File: src/rtl/mmr_axi4lite_bridge_if.sv
// Register-bank link: master pulses store/store_idx/store_data, bank presents data[].
// The bank is expected to update data[store_idx] on the clock edge that ends a store cycle.
interface mmr_readwrite_interface #(
  parameter int NREGS = 16
) ();
  localparam int INDEX_WIDTH = $clog2(NREGS);

  logic                   store;
  logic [INDEX_WIDTH-1:0] store_idx;
  logic [31:0]            store_data;
  logic [31:0]            data [NREGS];

  modport master (output store, output store_idx, output store_data, input data);
  modport slave  (input store, input store_idx, input store_data, output data);
endinterface

File: src/rtl/mmr_axi4lite_bridge.sv
// AXI4-Lite slave mastering an mmr_readwrite_interface: writes become one-cycle store pulses
// with byte-strobe merging, reads sample data[]; write and read channels run independently.
module mmr_axi4lite_bridge #(
  parameter int NREGS      = 16,
  parameter int ADDR_WIDTH = 12
) (
  input  logic                  clock,
  input  logic                  reset,
  input  logic [ADDR_WIDTH-1:0] s_axi_awaddr,
  input  logic                  s_axi_awvalid,
  output logic                  s_axi_awready,
  input  logic [31:0]           s_axi_wdata,
  input  logic [3:0]            s_axi_wstrb,
  input  logic                  s_axi_wvalid,
  output logic                  s_axi_wready,
  output logic [1:0]            s_axi_bresp,
  output logic                  s_axi_bvalid,
  input  logic                  s_axi_bready,
  input  logic [ADDR_WIDTH-1:0] s_axi_araddr,
  input  logic                  s_axi_arvalid,
  output logic                  s_axi_arready,
  output logic [31:0]           s_axi_rdata,
  output logic [1:0]            s_axi_rresp,
  output logic                  s_axi_rvalid,
  input  logic                  s_axi_rready,
  mmr_readwrite_interface.master mmr
);
  localparam int INDEX_WIDTH = $clog2(NREGS);
  localparam logic [ADDR_WIDTH-1:0] UPPER_MASK =
    ~ADDR_WIDTH'((64'd1 << (INDEX_WIDTH + 2)) - 64'd1);
  localparam logic [1:0] RESP_OKAY   = 2'b00;
  localparam logic [1:0] RESP_SLVERR = 2'b10;

  typedef enum logic [1:0] {W_IDLE, W_STORE, W_RESP} wstate_e;
  typedef enum logic       {R_IDLE, R_RESP} rstate_e;

  function automatic logic [INDEX_WIDTH-1:0] idx_of(input logic [ADDR_WIDTH-1:0] a);
    return a[INDEX_WIDTH+1:2];
  endfunction

  function automatic logic addr_ok(input logic [ADDR_WIDTH-1:0] a);
    return ((a & UPPER_MASK) == '0) && (32'(idx_of(a)) < 32'(NREGS));
  endfunction

  wstate_e                wstate_q, wstate_d;
  logic                   awready_q, awready_d;
  logic                   wready_q, wready_d;
  logic                   aw_held_q, aw_held_d;
  logic                   w_held_q, w_held_d;
  logic [INDEX_WIDTH-1:0] aw_idx_q, aw_idx_d;
  logic                   aw_ok_q, aw_ok_d;
  logic [31:0]            wdata_q, wdata_d;
  logic [3:0]             wstrb_q, wstrb_d;
  logic                   bvalid_q, bvalid_d;
  logic [1:0]             bresp_q, bresp_d;

  rstate_e                rstate_q, rstate_d;
  logic                   arready_q, arready_d;
  logic                   rvalid_q, rvalid_d;
  logic [1:0]             rresp_q, rresp_d;
  logic [31:0]            rdata_q, rdata_d;

  logic                   store;
  logic [INDEX_WIDTH-1:0] store_idx;
  logic [31:0]            store_data;
  logic [31:0]            merged;

  always_comb begin
    merged = '0;
    for (int i = 0; i < 4; i++) begin
      merged[8*i +: 8] = wstrb_q[i] ? wdata_q[8*i +: 8] : mmr.data[aw_idx_q][8*i +: 8];
    end
  end

  always_comb begin
    wstate_d   = wstate_q;
    awready_d  = awready_q;
    wready_d   = wready_q;
    aw_held_d  = aw_held_q;
    w_held_d   = w_held_q;
    aw_idx_d   = aw_idx_q;
    aw_ok_d    = aw_ok_q;
    wdata_d    = wdata_q;
    wstrb_d    = wstrb_q;
    bvalid_d   = bvalid_q;
    bresp_d    = bresp_q;
    store      = 1'b0;
    store_idx  = '0;
    store_data = '0;
    case (wstate_q)
      W_IDLE: begin
        if (s_axi_awvalid && awready_q) begin
          aw_held_d = 1'b1;
          aw_idx_d  = idx_of(s_axi_awaddr);
          aw_ok_d   = addr_ok(s_axi_awaddr);
        end
        if (s_axi_wvalid && wready_q) begin
          w_held_d = 1'b1;
          wdata_d  = s_axi_wdata;
          wstrb_d  = s_axi_wstrb;
        end
        // Readies track "not yet holding a beat", so each drops right after its capture.
        awready_d = !aw_held_d;
        wready_d  = !w_held_d;
        if (aw_held_d && w_held_d) begin
          wstate_d  = W_STORE;
          awready_d = 1'b0;
          wready_d  = 1'b0;
        end
      end
      W_STORE: begin
        aw_held_d = 1'b0;
        w_held_d  = 1'b0;
        bvalid_d  = 1'b1;
        bresp_d   = aw_ok_q ? RESP_OKAY : RESP_SLVERR;
        wstate_d  = W_RESP;
        if (aw_ok_q && (wstrb_q != 4'd0) && !reset) begin
          store      = 1'b1;
          store_idx  = aw_idx_q;
          store_data = merged;
        end
      end
      W_RESP: begin
        if (s_axi_bready) begin
          bvalid_d  = 1'b0;
          bresp_d   = RESP_OKAY;
          awready_d = 1'b1;
          wready_d  = 1'b1;
          wstate_d  = W_IDLE;
        end
      end
      default: wstate_d = W_IDLE;
    endcase
  end

  always_comb begin
    rstate_d  = rstate_q;
    arready_d = arready_q;
    rvalid_d  = rvalid_q;
    rresp_d   = rresp_q;
    rdata_d   = rdata_q;
    case (rstate_q)
      R_IDLE: begin
        if (s_axi_arvalid && arready_q) begin
          arready_d = 1'b0;
          rvalid_d  = 1'b1;
          rstate_d  = R_RESP;
          if (addr_ok(s_axi_araddr)) begin
            rdata_d = mmr.data[idx_of(s_axi_araddr)];
            rresp_d = RESP_OKAY;
          end else begin
            rdata_d = '0;
            rresp_d = RESP_SLVERR;
          end
        end else begin
          arready_d = 1'b1;
        end
      end
      R_RESP: begin
        if (s_axi_rready) begin
          rvalid_d  = 1'b0;
          arready_d = 1'b1;
          rstate_d  = R_IDLE;
        end
      end
      default: rstate_d = R_IDLE;
    endcase
  end

  always_ff @(posedge clock) begin
    if (reset) begin
      wstate_q  <= W_IDLE;
      awready_q <= 1'b0;
      wready_q  <= 1'b0;
      aw_held_q <= 1'b0;
      w_held_q  <= 1'b0;
      aw_idx_q  <= '0;
      aw_ok_q   <= 1'b0;
      wdata_q   <= '0;
      wstrb_q   <= '0;
      bvalid_q  <= 1'b0;
      bresp_q   <= '0;
      rstate_q  <= R_IDLE;
      arready_q <= 1'b0;
      rvalid_q  <= 1'b0;
      rresp_q   <= '0;
      rdata_q   <= '0;
    end else begin
      wstate_q  <= wstate_d;
      awready_q <= awready_d;
      wready_q  <= wready_d;
      aw_held_q <= aw_held_d;
      w_held_q  <= w_held_d;
      aw_idx_q  <= aw_idx_d;
      aw_ok_q   <= aw_ok_d;
      wdata_q   <= wdata_d;
      wstrb_q   <= wstrb_d;
      bvalid_q  <= bvalid_d;
      bresp_q   <= bresp_d;
      rstate_q  <= rstate_d;
      arready_q <= arready_d;
      rvalid_q  <= rvalid_d;
      rresp_q   <= rresp_d;
      rdata_q   <= rdata_d;
    end
  end

  assign s_axi_awready  = awready_q;
  assign s_axi_wready   = wready_q;
  assign s_axi_bvalid   = bvalid_q;
  assign s_axi_bresp    = bresp_q;
  assign s_axi_arready  = arready_q;
  assign s_axi_rvalid   = rvalid_q;
  assign s_axi_rresp    = rresp_q;
  assign s_axi_rdata    = rdata_q;
  assign mmr.store      = store;
  assign mmr.store_idx  = store_idx;
  assign mmr.store_data = store_data;
endmodule

File: src/flat_wrapper.sv
// flat-port wrapper written by rule: the top's interface ports become plain ports
module mmr_axi4lite_bridge_flat 
#(
  parameter int NREGS      = 16,
  parameter int ADDR_WIDTH = 12
)
  (clock, reset, s_axi_awaddr, s_axi_awvalid, s_axi_awready, s_axi_wdata, s_axi_wstrb, s_axi_wvalid, s_axi_wready, s_axi_bresp, s_axi_bvalid, s_axi_bready, s_axi_araddr, s_axi_arvalid, s_axi_arready, s_axi_rdata, s_axi_rresp, s_axi_rvalid, s_axi_rready, mmr_store, mmr_store_idx, mmr_store_data, mmr_data);
  mmr_readwrite_interface #(.NREGS(NREGS)) mmr_i ();
  input  logic clock;
  input  logic reset;
  input  logic [ADDR_WIDTH-1:0] s_axi_awaddr;
  input  logic s_axi_awvalid;
  output logic s_axi_awready;
  input  logic [31:0] s_axi_wdata;
  input  logic [3:0] s_axi_wstrb;
  input  logic s_axi_wvalid;
  output logic s_axi_wready;
  output logic [1:0] s_axi_bresp;
  output logic s_axi_bvalid;
  input  logic s_axi_bready;
  input  logic [ADDR_WIDTH-1:0] s_axi_araddr;
  input  logic s_axi_arvalid;
  output logic s_axi_arready;
  output logic [31:0] s_axi_rdata;
  output logic [1:0] s_axi_rresp;
  output logic s_axi_rvalid;
  input  logic s_axi_rready;
  output wire logic [$bits(mmr_i.store)-1:0] mmr_store;
  output wire logic [$bits(mmr_i.store_idx)-1:0] mmr_store_idx;
  output wire logic [$bits(mmr_i.store_data)-1:0] mmr_store_data;
  input wire logic [$bits(mmr_i.data)-1:0] mmr_data;
  assign mmr_store = mmr_i.store;
  assign mmr_store_idx = mmr_i.store_idx;
  assign mmr_store_data = mmr_i.store_data;
  assign mmr_i.data = {>>{mmr_data}};
  mmr_axi4lite_bridge #(.NREGS(NREGS), .ADDR_WIDTH(ADDR_WIDTH)) u_core (.clock(clock), .reset(reset), .s_axi_awaddr(s_axi_awaddr), .s_axi_awvalid(s_axi_awvalid), .s_axi_awready(s_axi_awready), .s_axi_wdata(s_axi_wdata), .s_axi_wstrb(s_axi_wstrb), .s_axi_wvalid(s_axi_wvalid), .s_axi_wready(s_axi_wready), .s_axi_bresp(s_axi_bresp), .s_axi_bvalid(s_axi_bvalid), .s_axi_bready(s_axi_bready), .s_axi_araddr(s_axi_araddr), .s_axi_arvalid(s_axi_arvalid), .s_axi_arready(s_axi_arready), .s_axi_rdata(s_axi_rdata), .s_axi_rresp(s_axi_rresp), .s_axi_rvalid(s_axi_rvalid), .s_axi_rready(s_axi_rready), .mmr(mmr_i));
endmodule
File: config.mk
export PLATFORM = sky130hd
export DESIGN_NAME = mmr_axi4lite_bridge_flat
export DESIGN_NICKNAME = d
export VERILOG_FILES = /design/src/rtl/mmr_axi4lite_bridge_if.sv /design/src/rtl/mmr_axi4lite_bridge.sv /design/src/flat_wrapper.sv
export SDC_FILE = /design/constraint.sdc
export NUM_CORES = 1
export LEC_CHECK = 0
export CAP_MARGIN = 20
export CELL_PAD_IN_SITES_DETAIL_PLACEMENT = 0
export CELL_PAD_IN_SITES_GLOBAL_PLACEMENT = 1
export CORE_AREA = 2 2 256 258
export DETAILED_ROUTE_END_ITERATION = 8
export DIE_AREA = 0 0 258 260
export GPL_ROUTABILITY_DRIVEN = 0
export PLACE_DENSITY = 0.64
export SLEW_MARGIN = 10
export SYNTH_ARGS = -nofsm -noshare
export SYNTH_HDL_FRONTEND = slang
export SYNTH_SLANG_ARGS = --single-unit
File: constraint.sdc
create_clock -name clock -period 2.5 [get_ports clock]
set_input_delay 0.5 -clock clock [delete_from_list [all_inputs] [get_ports clock]]
set_output_delay 0.5 -clock clock [all_outputs]
set_load 0.05 [all_outputs]
==> impl_results.md <==
- Nets: 2223
- Final setup fails: 32
- Worst-Skew Late Latency: 0.39 ns
- Fill cells: 6327
- Post-synth ARST share: 0
- Sequential power share: 0.232
- Worst hold path class: reg2reg
- Logic gate share of total power: 0.520
- Initial core utilization: 0.1792
- Critical path peak fanout: 11
- Drt wl/cell: 27.95 um
- I/O Buffers: 650
- Leak: 0.007679 uW
- Yosys cell types: 41
- Worst reg-to-reg setup slack: 0.86 ns
- Grt ovf: 0
- Post-synth EDFFs: 0
- WHS Endpoint: u_core.wdata_q[18]
- TritonCTS Sinks: 85
- Achievable frequency: 353.7 MHz
- FF-to-FF path depth: 6
- Die Y-Extent: 260 um
- Synthesized area: 11490 um2
- Required @ worst endpoint: 2.00 ns
- DPL Wire Length: 57480 um
- Slew at the pin closest to its max-slew limit: 0.7310 ns
- Net Sw Frac: 0.3272
- Largest net degree at the start of global routing: 54
- Hold-fix buffers, CTS: 0
- CP startpoint kind: flop
- Finished Core Util: 0.3383
- TritonCTS Buffers: 9
- First-pass GRT wire length: 96780 um
- Violations in the final reports: negative setup slack
- Worst setup EP type: primary output
- Internal: 4201 uW
- DR vias/cell: 4.957
- DRT iter0 DRCs: 777
- #FFs+latches synth: 85
- Worst R2R Start: u_core.wstate_q[0]
- Outcome: complete, but fails checks
- RSZ-0062 raised after global routing: true
- Synth-to-Final Area Change: 88.79%
- Max-cap violations: 0
- Syn. warnings: 0
- Overall power: 6244 uW
- HP Start: u_core.wdata_q[18]
- Sw Pwr: 2043 uW
- Vias in the first global route: 13490
- Die ar.: 67080 um2
- Worst slack, placed: -0.2031 ns
- Worst setup margin: -0.3274 ns
- Clk slew on worst S/H paths: 0.09 ns
- Top_reg_cell synth: dfxtp_1
- Post-synthesis sequential area ratio: 0.1481
- Die W: 258 um
- Clock skew: 0.01558 ns
- Root buffer cell: clkbuf_16
- Routed Antenna Nets: 0
- Share of layout cells above drive strength 1: 0.3505
- Total Wirelength: 70240 um
- Peak supply drop: 0.0002456 V
- Fin. max-slew vios: 0
- Fin Hold WS: 0.4564 ns
- Final hold vios: 0
- H-tree levels: 3
- Initial antenna violation count: 16
- Hold Path Stages: 2
- Ranking of synthesized cells by area: mux4_2 50%, dfxtp_1 15%, mux2i_1 8.8%
- Period utilization: 1.131
- Post-layout minimum cycle time: 2.827 ns
- CTS tree: built
- Leading area contributor after synthesis: mux4_2
- CP Class: reg2out
- Residual DRC: 0
- Core area: 64120 um2
- Worst path arrival time: 2.33 ns
- Area share of the largest cell type after synthesis: 0.5019
- Max-slew headroom: 0.5127
- Vias: 12458
- Cells after synthesis: 952
- DR pass1 iterations: 5
- Clock Power Share: 0.248
- Row cnt: 93
- All-Layer GR Usage: 0.2008
- I/O pin count: 657
- Bufs on Longest Clock Path: 2
- PwrDens: 287.9 nW/um2
- Mapped Avg Cell Area: 12.07 um2
- Fin Setup TNS: -9.043 ns
- Worst reg2reg endpoint: u_core.wstate_q[0]
worst max path at each step:
| stage | from | end | cells after the start |
|---|---|---|---|
| 6_report | u_core.aw_idx_q[0] | mmr_store_data[31] | 7 |
| 4_1_cts | u_core.aw_idx_q[0] | mmr_store_data[14] | 7 |
| 2_1_floorplan | reset | mmr_store_data[10] | 7 |
| 3_3_place_gp | mmr_data[150] | mmr_store_data[22] | 6 |
| 5_1_grt | u_core.aw_idx_q[0] | mmr_store_data[27] | 7 |
| 3_5_place_dp | mmr_data[150] | mmr_store_data[22] | 6 |
power by group through the flow:
stage          Sequential, uW  Combinational (uW)  Clock, uW
6_report                 1450                3240       1550
5_1_grt                  1460                3410       1670
4_1_cts                  1450                3190       1660
3_5_place_dp             1480                3030          0
3_3_place_gp             1480                3010          0
2_1_floorplan            1500                1410          0
synth_stat cells (all sizes together) (32+ instances only):
cell and count:
dfxtp 85, mux4 256, o211ai 32, nand2 108, nand3 33, buf 68, nor2 77, mux2 32
clkbuf 42, a21oi 47, a211o 32, mux2i 101
cells by family (layout without fill, tap and decap cells):
kind of cell	count (synthesis)	in the layout	synth area share
simple gates	248	248	0.09715
compound gates	116	116	0.08321
flops	85	85	0.1481
buf+inv	113	809	0.04999
mux	389	389	0.6212
other cells	1	11	0.0003264
metrics by stage:
stage,instances,area (um2)
final,2513,21690
after global routing,2509,21680
after CTS,2496,21420
after detailed placement,2461,20480
after global placement,2461,20480
after floorplan,953,11780
worst max-delay path: stages, from the launching register on:
cell      delay, ns
dfxtp_4        0.43
buf_12         0.18
buf_12         0.16
mux4_2         0.50
mux2_4         0.31
nand2_4        0.08
o211ai_4       0.08
buf_12         0.17
final cells by class:
class / count / area (um2) / share of cell area
diodes: 9 / 22.52 / 0.001038
flip-flops and latches: 85 / 1717 / 0.07915
clock inverters: 7 / 78.83 / 0.003634
multi-input cells: 755 / 9910 / 0.4569
well taps: 855 / 1070 / 0.04932
clock buffers: 9 / 225.2 / 0.01038
inverters: 3 / 18.77 / 0.0008653
repair buffers: 790 / 8648 / 0.3987
routing by layer:
layer	routed length, um	global-route usage	share of wire	up-vias
li1	-	-	-	5324
met1	27990	0.2490	0.40	6309
met2	34210	0.3316	0.49	689
met3	5688	0.05585	0.081	128
met4	2300	0.07659	0.033	8
met5	52	0	0.00074	-
cell usage in the layout (no fill, tap or decap), types with 12 or more instances in the layout:
cell	synthesis	layout
nand3_1	33	32
buf_6	10	13
nand2_1	108	77
dfxtp_1	85	79
a211o_1	32	32
o211ai_4	0	32
nand2_4	0	22
clkbuf_16	0	12
mux4_2	256	256
mux2i_1	101	94
clkdlybuf4s50_1	0	607
buf_4	12	80
mux2_4	0	26
nor2_1	77	77
a21oi_1	47	47
buf_12	0	74
sequential cells by signal, summed over array words and instances, names as in the netlist, 2 cells and up:
name                cells
u_core.s_axi_rdata     32
u_core.aw_idx_q         4
u_core.wdata_q         32
u_core.wstate_q         2
u_core.wstrb_q          4
what timing repair did:
item / in CTS / in global routing
endpoints found under the setup margin: 37 / 36
gates cloned: 4 / 4
pin swaps: 17 / 14
gates resized for setup: 87 / 45
buffers inserted: 15 / 6
Power figures use the tool's default switching activity.
